--- config.mk ---
export PLATFORM = sky130hd
export DESIGN_NAME = vga_sync_gen
export DESIGN_NICKNAME = d
export VERILOG_FILES = /design/src/rtl/vga_timing_pkg.sv /design/src/rtl/vga_axis_decode.sv /design/src/rtl/vga_sync_gen.sv
export SDC_FILE = /design/constraint.sdc
export NUM_CORES = 1
export LEC_CHECK = 0
export ABC_CLOCK_PERIOD_IN_PS = 2200
export BUFFER_PORTS_ARGS = -buffer_cell sky130_fd_sc_hd__clkbuf_2
export CAP_MARGIN = 20
export CORE_MARGIN = 4
export CORE_UTILIZATION = 49
export DETAILED_ROUTE_END_ITERATION = 12
export GPL_ROUTABILITY_DRIVEN = 0
export PLACE_DENSITY = 0.76
export SYNTH_ARGS = -nofsm -noshare
export SYNTH_HDL_FRONTEND = slang
export SYNTH_SLANG_ARGS = --single-unit
--- constraint.sdc ---
create_clock -name clk -period 2.2 [get_ports clk]
set_input_delay 0.11 -clock clk [delete_from_list [all_inputs] [get_ports clk]]
set_output_delay 0.11 -clock clk [all_outputs]
set_load 0.05 [all_outputs]
--- src/rtl/vga_timing_pkg.sv ---
// rtl/vga_timing_pkg.sv - 640x480@60 timing constants and raster region type
package vga_timing_pkg;

    localparam int H_VISIBLE_DEF = 640;
    localparam int H_FP_DEF      = 16;
    localparam int H_SYNC_DEF    = 96;
    localparam int H_BP_DEF      = 48;
    localparam int V_VISIBLE_DEF = 480;
    localparam int V_FP_DEF      = 10;
    localparam int V_SYNC_DEF    = 2;
    localparam int V_BP_DEF      = 33;

    localparam int H_TOTAL_DEF = H_VISIBLE_DEF + H_FP_DEF + H_SYNC_DEF + H_BP_DEF;
    localparam int V_TOTAL_DEF = V_VISIBLE_DEF + V_FP_DEF + V_SYNC_DEF + V_BP_DEF;

    typedef enum logic [1:0] {
        VIS  = 2'd0,
        FP   = 2'd1,
        SYNC = 2'd2,
        BP   = 2'd3
    } region_e;

    function automatic int axis_total(input int vis, input int fp, input int sync, input int bp);
        return vis + fp + sync + bp;
    endfunction

endpackage

--- src/rtl/vga_axis_decode.sv ---
// rtl/vga_axis_decode.sv - combinational region decoder for one raster axis
//   cnt      : raster count for this axis
//   region   : VIS / FP / SYNC / BP (anything past the sync region reads as BP)
//   visible  : count inside the visible window
//   in_sync  : count inside the sync pulse
//   in_range : count below the axis total
module vga_axis_decode #(
    parameter int VISIBLE = vga_timing_pkg::H_VISIBLE_DEF,
    parameter int FP      = vga_timing_pkg::H_FP_DEF,
    parameter int SYNC    = vga_timing_pkg::H_SYNC_DEF,
    parameter int BP      = vga_timing_pkg::H_BP_DEF
) (
    input  logic [15:0]              cnt,
    output vga_timing_pkg::region_e  region,
    output logic                     visible,
    output logic                     in_sync,
    output logic                     in_range
);

    // The axis parameters name the package literals, so those are referenced qualified.
    localparam logic [15:0] VIS_END   = 16'(VISIBLE);
    localparam logic [15:0] FP_END    = 16'(VISIBLE + FP);
    localparam logic [15:0] SYNC_END  = 16'(VISIBLE + FP + SYNC);
    localparam logic [15:0] TOTAL     = 16'(vga_timing_pkg::axis_total(VISIBLE, FP, SYNC, BP));

    always_comb begin
        region = vga_timing_pkg::BP;
        if (cnt < VIS_END) begin
            region = vga_timing_pkg::VIS;
        end else if (cnt < FP_END) begin
            region = vga_timing_pkg::FP;
        end else if (cnt < SYNC_END) begin
            region = vga_timing_pkg::SYNC;
        end
    end

    assign visible  = (region == vga_timing_pkg::VIS);
    assign in_sync  = (region == vga_timing_pkg::SYNC);
    assign in_range = (cnt < TOTAL);

endmodule

--- src/rtl/vga_sync_gen.sv ---
// rtl/vga_sync_gen.sv - registered VGA sync/blank/coordinate generator with counter checker
//   clk, rst         : clock, synchronous active-high reset
//   pix_en           : pixel tick; hcnt/vcnt sampled only when high
//   hcnt, vcnt       : raster counts from the counter chain
//   hsync, vsync     : sync outputs at SYNC_ACTIVE level inside the sync regions
//   video_on, x, y   : visible flag and pixel coordinates (0 outside the window)
//   line_start       : one-clk pulse after sampling hcnt==0
//   frame_start      : one-clk pulse after sampling hcnt==0, vcnt==0
//   frame_cnt        : frame_start counter, wraps
//   cnt_err          : sticky malformed-sequence flag
module vga_sync_gen
    import vga_timing_pkg::*;
#(
    parameter int   H_VISIBLE   = H_VISIBLE_DEF,
    parameter int   H_FP        = H_FP_DEF,
    parameter int   H_SYNC      = H_SYNC_DEF,
    parameter int   H_BP        = H_BP_DEF,
    parameter int   V_VISIBLE   = V_VISIBLE_DEF,
    parameter int   V_FP        = V_FP_DEF,
    parameter int   V_SYNC      = V_SYNC_DEF,
    parameter int   V_BP        = V_BP_DEF,
    parameter logic SYNC_ACTIVE = 1'b0
) (
    input  logic        clk,
    input  logic        rst,
    input  logic        pix_en,
    input  logic [15:0] hcnt,
    input  logic [15:0] vcnt,
    output logic        hsync,
    output logic        vsync,
    output logic        video_on,
    output logic [9:0]  x,
    output logic [9:0]  y,
    output logic        line_start,
    output logic        frame_start,
    output logic [15:0] frame_cnt,
    output logic        cnt_err
);

    localparam logic [15:0] H_LAST = 16'(axis_total(H_VISIBLE, H_FP, H_SYNC, H_BP) - 1);
    localparam logic [15:0] V_LAST = 16'(axis_total(V_VISIBLE, V_FP, V_SYNC, V_BP) - 1);

    region_e h_region, v_region;
    logic    h_visible, v_visible, h_in_sync, v_in_sync, h_in_range, v_in_range;

    vga_axis_decode #(
        .VISIBLE(H_VISIBLE), .FP(H_FP), .SYNC(H_SYNC), .BP(H_BP)
    ) u_h_decode (
        .cnt(hcnt), .region(h_region), .visible(h_visible),
        .in_sync(h_in_sync), .in_range(h_in_range)
    );

    vga_axis_decode #(
        .VISIBLE(V_VISIBLE), .FP(V_FP), .SYNC(V_SYNC), .BP(V_BP)
    ) u_v_decode (
        .cnt(vcnt), .region(v_region), .visible(v_visible),
        .in_sync(v_in_sync), .in_range(v_in_range)
    );

    logic        hsync_q, hsync_d, vsync_q, vsync_d, video_on_q, video_on_d;
    logic [9:0]  x_q, x_d, y_q, y_d;
    logic        line_start_q, line_start_d, frame_start_q, frame_start_d;
    logic [15:0] frame_cnt_q, frame_cnt_d;
    logic        cnt_err_q, cnt_err_d, hist_valid_q, hist_valid_d;
    logic [15:0] prev_h_q, prev_h_d, prev_v_q, prev_v_d;

    logic [15:0] v_expect;
    logic        seq_bad;

    // Line wrap must advance vcnt by exactly one (mod total); mid-line vcnt must hold.
    always_comb begin
        v_expect = (prev_v_q == V_LAST) ? 16'd0 : prev_v_q + 16'd1;
        seq_bad  = !h_in_range || !v_in_range
                 || ((prev_h_q != H_LAST) && (vcnt != prev_v_q))
                 || ((prev_h_q == H_LAST) && (vcnt != v_expect));
    end

    always_comb begin
        hsync_d       = hsync_q;
        vsync_d       = vsync_q;
        video_on_d    = video_on_q;
        x_d           = x_q;
        y_d           = y_q;
        line_start_d  = 1'b0;
        frame_start_d = 1'b0;
        frame_cnt_d   = frame_cnt_q;
        cnt_err_d     = cnt_err_q;
        hist_valid_d  = hist_valid_q;
        prev_h_d      = prev_h_q;
        prev_v_d      = prev_v_q;
        if (pix_en) begin
            hsync_d       = h_in_sync ? SYNC_ACTIVE : ~SYNC_ACTIVE;
            vsync_d       = v_in_sync ? SYNC_ACTIVE : ~SYNC_ACTIVE;
            video_on_d    = h_visible && v_visible;
            x_d           = ((h_region == VIS) && (v_region == VIS)) ? hcnt[9:0] : 10'd0;
            y_d           = ((h_region == VIS) && (v_region == VIS)) ? vcnt[9:0] : 10'd0;
            line_start_d  = (hcnt == 16'd0);
            frame_start_d = (hcnt == 16'd0) && (vcnt == 16'd0);
            if (frame_start_d) begin
                frame_cnt_d = frame_cnt_q + 16'd1;
            end
            // First sample after reset only seeds the history.
            if (hist_valid_q && seq_bad) begin
                cnt_err_d = 1'b1;
            end
            hist_valid_d = 1'b1;
            prev_h_d     = hcnt;
            prev_v_d     = vcnt;
        end
    end

    always_ff @(posedge clk) begin
        if (rst) begin
            hsync_q       <= ~SYNC_ACTIVE;
            vsync_q       <= ~SYNC_ACTIVE;
            video_on_q    <= 1'b0;
            x_q           <= 10'd0;
            y_q           <= 10'd0;
            line_start_q  <= 1'b0;
            frame_start_q <= 1'b0;
            frame_cnt_q   <= 16'd0;
            cnt_err_q     <= 1'b0;
            hist_valid_q  <= 1'b0;
            prev_h_q      <= 16'd0;
            prev_v_q      <= 16'd0;
        end else begin
            hsync_q       <= hsync_d;
            vsync_q       <= vsync_d;
            video_on_q    <= video_on_d;
            x_q           <= x_d;
            y_q           <= y_d;
            line_start_q  <= line_start_d;
            frame_start_q <= frame_start_d;
            frame_cnt_q   <= frame_cnt_d;
            cnt_err_q     <= cnt_err_d;
            hist_valid_q  <= hist_valid_d;
            prev_h_q      <= prev_h_d;
            prev_v_q      <= prev_v_d;
        end
    end

    assign hsync       = hsync_q;
    assign vsync       = vsync_q;
    assign video_on    = video_on_q;
    assign x           = x_q;
    assign y           = y_q;
    assign line_start  = line_start_q;
    assign frame_start = frame_start_q;
    assign frame_cnt   = frame_cnt_q;
    assign cnt_err     = cnt_err_q;

endmodule

==> flow_summary_export.csv <==
group,metric,value,unit
cells_and_area,final_cells,670,
setup_path,max_stage_delay,610,ps
setup_path,critPathArrivalTime,2350,ps
timing,hold_viol_final,0,
global_routing,grt_pass1_wl,16120,µm
logic_synthesis,synth_flop_cell,"dfxtp_1",
setup_path,crit_required,2430,ps
setup_path,cp_top_family,"simple AND/OR/NAND/NOR gates",
timing,finalWorstSetupSlack,73.94,ps
cells_and_area,syn2layout_area_growth,28.89,%
routing,drt-wirelength-per-cell,15.13,µm
place,hpwl,7529,µm
worst_hold_path,hp-class,"primary input to register",
logic_synthesis,synthArstFlopShare,0,%
logic_synthesis,synth_top_area_share,40.79,%
timing,final-setup-viol-count,0,
cts,cts_buffers,9,
setup_path,critical_path_depth,7,
setup_path,startpoint,"prev_v_q[5]$_SDFFE_PP0P_",
setup_path,crit_buf_inv,1,
timing,min_period,2126,ps
timing,fin_skew,7.634,ps
place,dp.cells,652,
routing,drt_iter0_drc,350,
routing,route.antenna.remaining_nets,0,
logic_synthesis,syn_area,3681,µm²
timing,slew_viol_final,0,
power_and_ir_drop,power.density,640.0,nW/µm²
cts,clk_pin_slew,80,ps
routing,firstDrtPassIters,5,
cells_and_area,multi_input_area,2093,µm²
logic_synthesis,synth-edff-count,0,
logic_synthesis,synthCells,450,
global_routing,grt_util_all_layers,22.86,%
global_routing,grt-ovfl-total,0,
power_and_ir_drop,ir_drop,0.4461,mV
power_and_ir_drop,total_power,3.036,mW
cts,cts-root-buf,"clkbuf_8",
setup_path,critPathSlowestCell,"or4_1",
routing,vias_per_cell,5.549,
routing,num_vias,3718,
logic_synthesis,postSynthAreaPerCell,8.180,µm²
setup_path,rr_worst_depth,7,
cells_and_area,nets,604,
logic_synthesis,synth_cell_types,49,
cells_and_area,regArea,1504,µm²
setup_path,reg2reg_slack,70,ps
global_routing,grt_pass1_vias,3347,
cts,cts_tree,"built",
cells_and_area,nFillCells,646,
cts,htreeDepth,3,
timing,max_freq,470.4,MHz
setup_path,r2r-start,"prev_v_q[5]$_SDFFE_PP0P_",
die,die_w,94.68,µm
power_and_ir_drop,leakage,2.011,nW
logic_synthesis,yosys_register_bits,75,
cells_and_area,antenna_cells,0,
outcome,run_status,"complete, no violations",
setup_path,crit_chain,"or4_1, nor4_4, buf_4, nor2_1, a21oi_1, and4_1, a41oi_2",
logic_synthesis,synth_nets,488,
setup_path,critPathMaxFanout,4,
setup_path,critPathKind,"register to register",
flow_run,maxCapViolations,0,
die,dieArea,8963,µm²
routing,drc,0,
setup_path,start_kind,"register",
cts,clk_path_buf_depth,2,
routing,routed_wl,10140,µm
place,port_buffers,76,
global_routing,grt_max_degree,41,
die,die_y,94.68,µm
cts,clock_sinks,75,
die,initial_utilization,50.48,%
setup_path,cp-end-kind,"register",
logic_synthesis,yosys_warnings,0,
logic_synthesis,yosys.area.top_type,"dfxtp_1",
global_routing,grt_antenna_before_repair,0,
timing,fin_crit_sh,96.64,%
setup_path,r2r_end,"cnt_err$_SDFFE_PP0P_",
die,io_pins,77,
die,core_area,7292,µm²
cells_and_area,finalInstanceArea,4745,µm²
cts,clkLatencyLatePin,350,ps
timing,slew_headroom,65.06,%
place,place_area,4474,µm²
die,rows,31,
place,pre_cts_slack,-6.006,ps
timing,worst_slew_pin_slew,520.3,ps
cells_and_area,drive_gt1_share,29.07,%
setup_path,crit_path_end,"cnt_err$_SDFFE_PP0P_",
logic_synthesis,synth_area_leaders,"dfxtp_1, nand2_1, a21oi_1, xor2_1, mux2i_1",
logic_synthesis,ys_seq_area_share,40.79,%
## cells in the final DEF, fill, tap and decap left out, types with 3 or more instances in the layout
master	instances
a21oi_1	52
and3_1	4
and4_1	3
buf_4	52
clkbuf_2	76
clkbuf_8	9
clkinv_2	3
dfxtp_1	73
inv_1	7
mux2i_1	15
nand2_1	73
nand3_1	13
nand4_1	10
nor2_1	40
nor3_1	6
nor4_1	14
nor4_2	3
o21a_1	3
o21ai_0	13
o21bai_1	3
or3_1	12
or4_1	3
xnor2_1	12
xor2_1	22
## area by class of cell
type                    instances  area share, %
inverters                      10         0.7911
well taps                      99          2.611
clock buffers                   9          2.611
multi-input cells             342          44.12
clock inverters                 7          1.925
flip-flops and latches         75          31.70
repair buffers                128          16.24
## stage by stage
step,hold WS (ps),TNS (ps),utilization [%]
floorplan,256.8,0,-
detailed placement,376.4,-8.041,61.36
global placement,375.2,0,61.36
global route,17.82,-8.325,65.07
CTS,1.091,0,64.31
finish,18.43,0,65.07
## registers in the layout, indices dropped and copies added (netlist names)
name,flops
cnt_err,1
frame_cnt,16
frame_start,1
hist_valid_q,1
hsync,1
line_start,1
prev_h_q,16
prev_v_q,16
video_on,1
vsync,1
x,10
y,10
## report_power, final
part	leakage, nW	internal (mW)	total [mW]	switching, mW
registers	0.613	1.40	1.43	0.0269
clock network	0.109	0.636	1.17	0.534
logic	1.29	0.168	0.435	0.267
## synth_stat cells (2+ instances only)
master,n
a2111oi_0,3
a21oi_1,52
a32oi_1,2
and2_1,2
and3_1,4
and4_1,3
clkbuf_1,22
dfxtp_1,75
ha_1,3
inv_1,9
mux2i_1,15
nand2_1,73
nand2b_1,2
nand3_1,13
nand4_1,10
nand4b_1,2
nor2_1,40
nor3_1,7
nor4_1,15
nor4_2,2
nor4_4,2
nor4b_1,2
o21a_1,3
o21ai_0,14
o21bai_1,3
o31a_1,2
or2_2,2
or3_1,12
or3_4,2
or4_1,3
xnor2_1,12
xor2_1,22
## metal layers
layer	vias up	GRT usage (%)	wire (µm)
met4	0	7.813	131
met2	139	35.70	4628
li1	1824	-	-
met3	17	5.498	661
met1	1738	30.90	4714
met5	-	0	0
## repair_timing
action | 4_1_cts | 5_1_grt
gates resized for setup | 0 | 14
hold buffers | 0 | 0
endpoints found under the setup margin | 0 | 1
setup buffers | 0 | 2
## cells by family (layout without fill, tap and decap cells)
logic type	after synthesis	in the layout	synth area share, %
AOI/OAI and AO/OA	86	86	13.43
xor gates and xnor gates	34	34	8.090
adders and majority gates	3	3	1.020
buffers and inverters	33	154	3.365
DFF	75	75	40.79
muxes	15	15	4.079
and+or+nand+nor	204	204	29.23
## how the worst min path moves through the flow
stage	start	slack, ps	cells after the start	endpoint
after global placement	hcnt[10]	380	3	prev_h_q[10]$_SDFFE_PP0P_
after CTS	hcnt[10]	1	3	prev_h_q[10]$_SDFFE_PP0P_
after global routing	hcnt[10]	20	3	prev_h_q[10]$_SDFFE_PP0P_
after detailed placement	hcnt[10]	380	3	prev_h_q[10]$_SDFFE_PP0P_
after floorplan	hcnt[9]	260	2	prev_h_q[9]$_SDFFE_PP0P_
final	hcnt[10]	20	3	prev_h_q[10]$_SDFFE_PP0P_
## worst register-to-register path, stage by stage, from the launching register on
cell	delay [ps]
dfxtp_1	320
or4_1	610
nor4_4	390
buf_4	190
nor2_1	40
a21oi_1	140
and4_1	220
a41oi_2	80
(Power assumes the default switching activity.)
